**config.mk**
```make
export PLATFORM = sky130hd
export DESIGN_NAME = can_bit_sampler
export DESIGN_NICKNAME = d
export VERILOG_FILES = /design/src/rtl/can_bit_sampler.sv
export SDC_FILE = /design/constraint.sdc
export NUM_CORES = 1
export LEC_CHECK = 0
export ABC_AREA = 1
export BUFFER_PORTS_ARGS = -buffer_cell sky130_fd_sc_hd__buf_2
export CORE_MARGIN = 3
export CORE_UTILIZATION = 55
export CTS_CLUSTER_SIZE = 10
export DETAILED_ROUTE_END_ITERATION = 12
export GPL_TIMING_DRIVEN = 0
export PLACE_DENSITY = 0.72
export SLEW_MARGIN = 0
export SYNTH_ARGS = -nofsm -noshare
export SYNTH_HDL_FRONTEND = slang
export SYNTH_SLANG_ARGS = --single-unit
```
**constraint.sdc**
```tcl
create_clock -name clk -period 2.95 [get_ports clk]
set_input_delay 0.59 -clock clk [delete_from_list [all_inputs] [get_ports clk]]
set_output_delay 0.59 -clock clk [all_outputs]
set_load 0.02 [all_outputs]
```
**src/rtl/can_bit_sampler.sv**
```systemverilog
// CAN RX front end: sync, hard-sync on SOF, 3-point majority sampling, destuffing.
// Define CAN_STUFF_ERR_EN to add the stuffErr port, which flags dominant stuff violations.
module can_bit_sampler #(
  parameter int TQ_PRESCALE = 4,
  parameter int BIT_TQ      = 16,
  parameter int SAMPLE_TQ   = 11,
  parameter int IDLE_BITS   = 11
) (
  input  logic clk,
  input  logic resetN,
  input  logic rxIn,
  output logic dOut,
  output logic samplePulse,
  output logic frameActive,
  output logic bitValid,
  output logic busIdle
`ifdef CAN_STUFF_ERR_EN
  ,
  output logic stuffErr
`endif
);

  localparam int PRE_W  = (TQ_PRESCALE > 1) ? $clog2(TQ_PRESCALE) : 1;
  localparam int TQ_W   = (BIT_TQ > 1) ? $clog2(BIT_TQ) : 1;
  localparam int IDLE_W = $clog2(IDLE_BITS + 1);

  localparam logic [PRE_W-1:0]  PRE_LAST  = PRE_W'(TQ_PRESCALE - 1);
  localparam logic [TQ_W-1:0]   TQ_LAST   = TQ_W'(BIT_TQ - 1);
  localparam logic [TQ_W-1:0]   TQ_S0     = TQ_W'(SAMPLE_TQ - 1);
  localparam logic [TQ_W-1:0]   TQ_S1     = TQ_W'(SAMPLE_TQ);
  localparam logic [TQ_W-1:0]   TQ_S2     = TQ_W'(SAMPLE_TQ + 1);
  localparam logic [IDLE_W-1:0] IDLE_LAST = IDLE_W'(IDLE_BITS - 1);

  typedef enum logic [1:0] {
    S_INTEGRATE,
    S_IDLE,
    S_ACTIVE
  } state_t;

  state_t             state_reg, state_next;
  logic [IDLE_W-1:0]  idle_cnt_reg, idle_cnt_next;
  logic               rx_meta, rx_s, rx_prev;
  logic [PRE_W-1:0]   pre_cnt;
  logic [TQ_W-1:0]    tq_cnt;
  logic               s0, s1;
  logic               run_val;
  logic [2:0]         run_len;
  logic               dout_reg, bit_valid_reg;

  logic pre_zero, at_s0, at_s1, at_s2;
  logic fall_edge, bit_val, is_stuff, violation;

  always_ff @(posedge clk) begin
    if (!resetN) begin
      rx_meta <= 1'b1;
      rx_s    <= 1'b1;
      rx_prev <= 1'b1;
    end else begin
      rx_meta <= rxIn;
      rx_s    <= rx_meta;
      rx_prev <= rx_s;
    end
  end

  assign pre_zero  = (pre_cnt == '0);
  assign at_s0     = pre_zero && (tq_cnt == TQ_S0);
  assign at_s1     = pre_zero && (tq_cnt == TQ_S1);
  assign at_s2     = pre_zero && (tq_cnt == TQ_S2);
  assign fall_edge = rx_prev & ~rx_s;
  // Third sample is taken live so the vote is ready in the same cycle.
  assign bit_val   = (s0 & s1) | (s0 & rx_s) | (s1 & rx_s);
  assign is_stuff  = (run_len == 3'd5);
  assign violation = (state_reg == S_ACTIVE) && at_s2 && is_stuff && (bit_val == run_val);

  always_ff @(posedge clk) begin
    if (!resetN || state_reg == S_IDLE) begin
      pre_cnt <= '0;
      tq_cnt  <= '0;
    end else if (pre_cnt == PRE_LAST) begin
      pre_cnt <= '0;
      tq_cnt  <= (tq_cnt == TQ_LAST) ? '0 : tq_cnt + 1'b1;
    end else begin
      pre_cnt <= pre_cnt + 1'b1;
    end
  end

  always_ff @(posedge clk) begin
    if (!resetN) begin
      s0 <= 1'b0;
      s1 <= 1'b0;
    end else begin
      if (at_s0) s0 <= rx_s;
      if (at_s1) s1 <= rx_s;
    end
  end

  always_ff @(posedge clk) begin
    if (!resetN) begin
      state_reg    <= S_INTEGRATE;
      idle_cnt_reg <= '0;
    end else begin
      state_reg    <= state_next;
      idle_cnt_reg <= idle_cnt_next;
    end
  end

  always_comb begin
    state_next    = state_reg;
    idle_cnt_next = idle_cnt_reg;
    case (state_reg)
      S_INTEGRATE: begin
        if (at_s2) begin
          if (!bit_val) begin
            idle_cnt_next = '0;
          end else if (idle_cnt_reg == IDLE_LAST) begin
            idle_cnt_next = '0;
            state_next    = S_IDLE;
          end else begin
            idle_cnt_next = idle_cnt_reg + 1'b1;
          end
        end
      end
      S_IDLE: begin
        if (fall_edge) state_next = S_ACTIVE;
      end
      S_ACTIVE: begin
        // A recessive violation is the normal end of frame and counts toward idle.
        if (violation) begin
          state_next    = S_INTEGRATE;
          idle_cnt_next = IDLE_W'(bit_val);
        end
      end
      default: state_next = S_INTEGRATE;
    endcase
  end

  // Run tracking is cleared in idle so the SOF bit opens a fresh run.
  always_ff @(posedge clk) begin
    if (!resetN || state_reg == S_IDLE) begin
      run_val <= 1'b0;
      run_len <= 3'd0;
    end else if (state_reg == S_ACTIVE && at_s2) begin
      if (!is_stuff && bit_val == run_val) begin
        run_len <= run_len + 3'd1;
      end else begin
        run_val <= bit_val;
        run_len <= 3'd1;
      end
    end
  end

  always_ff @(posedge clk) begin
    if (!resetN) begin
      dout_reg      <= 1'b1;
      bit_valid_reg <= 1'b0;
    end else begin
      bit_valid_reg <= (state_reg == S_ACTIVE) && at_s2 && !is_stuff && !violation;
      if (state_reg == S_ACTIVE && at_s2 && !is_stuff) dout_reg <= bit_val;
    end
  end

`ifdef CAN_STUFF_ERR_EN
  logic stuff_err_reg;
  always_ff @(posedge clk) begin
    if (!resetN) stuff_err_reg <= 1'b0;
    else         stuff_err_reg <= violation && !bit_val;
  end
  assign stuffErr = stuff_err_reg;
`endif

  assign dOut        = dout_reg;
  assign bitValid    = bit_valid_reg;
  assign frameActive = (state_reg == S_ACTIVE);
  assign busIdle     = (state_reg == S_IDLE);
  assign samplePulse = (state_reg == S_ACTIVE) && !is_stuff && (at_s0 || at_s1 || at_s2);

endmodule

```
==> qor.txt <==
Total Neg Setup Slack = 0 ns
Layout Skew = 0.00286 ns
Least-Margin Pin Slew = 0.342 ns
Comb power frac = 0.063
Multi-input logic area = 649 µm²
Worst EP arrival = 1.48 ns
H-tree levels = 1
RSZ-0062 raised after global routing = false
Setup CP Type = reg2out
Slew Viols, Final = 0
Worst-path clk slew = 0.12 ns
CTS tree = built
Final hold vios = 0
Cell Int Power = 0.382 mW
Syn Inst Count = 155
Layout cells sized above 1 = 0.194
Global route overflow = 0
Rel. slew slack = 0.772
# resized after CTS = 0
Max FO, Critical Path = 5
RR Startpoint = pre_cnt[0]
Seq pwr share = 0.648
Dpl hpwl = 1.53 mm
Final wirelength = 2.00 mm
Status = completed
First-pass GRT wire length = 3.37 mm
Total CTS buffers = 3
Nets = 178
Initial antenna violation count = 0
Vias in the first global route = 792
Power per cell area = 383 nW/µm²
Routed Antenna Nets = 0
Crit path to = samplePulse
Setup violators final = 0
Final std cells w/o fill = 192
Setup crit end kind = output port
Starting Density = 0.595
Synthesized cell area = 1200 µm²
Netlist cell types = 27
Crit path launch type = flop
First-pass DRT Iterations = 4
Sw Ratio = 0.230
Std-Cell Rows = 16
Buffers on Ports = 6
Seq cells post-synth = 23
Final WS setup = 0.884 ns
Post-CTS Setup Inserts = 0
Antenna Cells = 0
Most common cell after layout, fill and taps aside = nand2_1
Total core area = 2020 µm²
Clock group share of total power = 0.289
Syn Nets = 167
Seq/Total Area, Yosys = 0.383
DIE AREA = 2790 µm²
Period utilization = 0.700
DR DRC count = 0
Die Y = 52.8 µm
Net Sw Power = 0.114 mW
Required time of the critical path = 2.36 ns
I/O Pins = 8
Critical Path Start = pre_cnt[0]
Maximum VDD drop = 0.260 mV
Initial DRC count = 14
Via density = 4.94
Placement Setup Slack = 1.22 ns
Min-delay worst type = reg2reg
Drt wl/cell = 10.4 µm
CTS sink cnt = 23
Commonest non-fill, non-tap cells in the layout = nand2_1, dfxtp_1, inv_1
R2R Setup Slk = 1.53 ns
Yosys warns = 0
Seq. cell area = 460 µm²
Area Growth Syn to Fin = 7.48%
Root Driver = clkbuf_4
Die X = 52.8 µm
Placer Congestion = 0.767
Largest net degree at the start of global routing = 13
Post-Place Cells = 188
Total track usage = 0.169
Syn Area/Cell = 7.77 µm²
Max-cap violations = 0
Leak = 0.587 nW
Hold depth = 1
# fillers = 190
Vias = 949
Hold Buf Count CTS = 0
Skew-Pair Late Insertion Delay = 0.30 ns
Fmax = 484 MHz
Final core utilization = 0.640
Worst r2r dst = idle_cnt_reg[3]
Minimum clock period = 2.07 ns
Clk buf depth = 2
Worst reg2reg path depth = 9
[routing by layer]
| metal | vias up | global-route usage | wire length, µm |
|---|---|---|---|
| li1 | 512 | - | - |
| met2 | 10 | 0.273 | 926 |
| met1 | 421 | 0.208 | 969 |
| met3 | 6 | 0.0256 | 49 |
| met4 | 0 | 0.102 | 48 |
| met5 | - | 0 | 0 |
[layout make-up]
cell class / instances / share of cell area
multi-input cells: 108 / 0.502
flip-flops and latches: 23 / 0.356
inverters: 23 / 0.0667
plain buffers: 1 / 0.00580
repair buffers: 6 / 0.0232
clock buffers: 4 / 0.0203
well taps: 27 / 0.0261
[worst min path at each step]
stage	from	end
6_report	rx_meta	rx_s
5_1_grt	rx_meta	rx_s
4_1_cts	rx_meta	rx_s
3_5_place_dp	rx_meta	rx_s
3_3_place_gp	rx_meta	rx_s
2_1_floorplan	rx_meta	rx_s
[critical path, stage by stage (launching register included)]
cell	delay (ns)
dfxtp_1	0.34
inv_1	0.06
ha_1	0.18
nand2_1	0.07
inv_2	0.06
nand2_4	0.08
a31oi_1	0.19
buf_2	0.19
[per-stage QoR]
step / total power, mW / hold WS, ns / cell area (µm²)
floorplan: 0.354 / 0.393 / 1200
global placement: 0.359 / 0.407 / 1270
detailed placement: 0.360 / 0.401 / 1270
CTS: 0.504 / 0.430 / 1290
global route: 0.518 / 0.443 / 1290
finish: 0.496 / 0.426 / 1290
[cells in the mapped netlist (all sizes together)]
library cell / n / area (µm²)
a21oi: 14 / 73.8
a31oi: 1 / 6.26
and2: 1 / 6.26
buf: 1 / 7.51
dfxtp: 23 / 460
ha: 9 / 113
inv: 23 / 86.3
nand2: 35 / 171
nand3: 10 / 60.1
nand3b: 1 / 7.51
nand4: 1 / 6.26
nor2: 17 / 78.8
nor3: 2 / 10.0
nor3b: 3 / 22.5
o211ai: 1 / 7.51
o21ai: 7 / 38.8
or2: 2 / 12.5
xor2: 4 / 35.0
[power groups by stage]
stage | clock network, mW | logic (mW) | registers, mW
after floorplan | 0 | 0.0264 | 0.327
after global placement | 0 | 0.0311 | 0.328
after detailed placement | 0 | 0.0321 | 0.328
after CTS | 0.151 | 0.0322 | 0.321
after global routing | 0.160 | 0.0369 | 0.322
final | 0.143 | 0.0315 | 0.321
[cell families (layout without fill, tap and decap cells)]
kind of cell | count (synthesis) | in the layout | synth area share
xor+xnor | 4 | 4 | 0.0291
simple gates | 72 | 72 | 0.312
compound gates | 23 | 23 | 0.105
flops | 23 | 23 | 0.383
buf+inv | 24 | 34 | 0.0780
fa+ha+maj | 9 | 9 | 0.0936
Power figures use the tool's default switching activity.
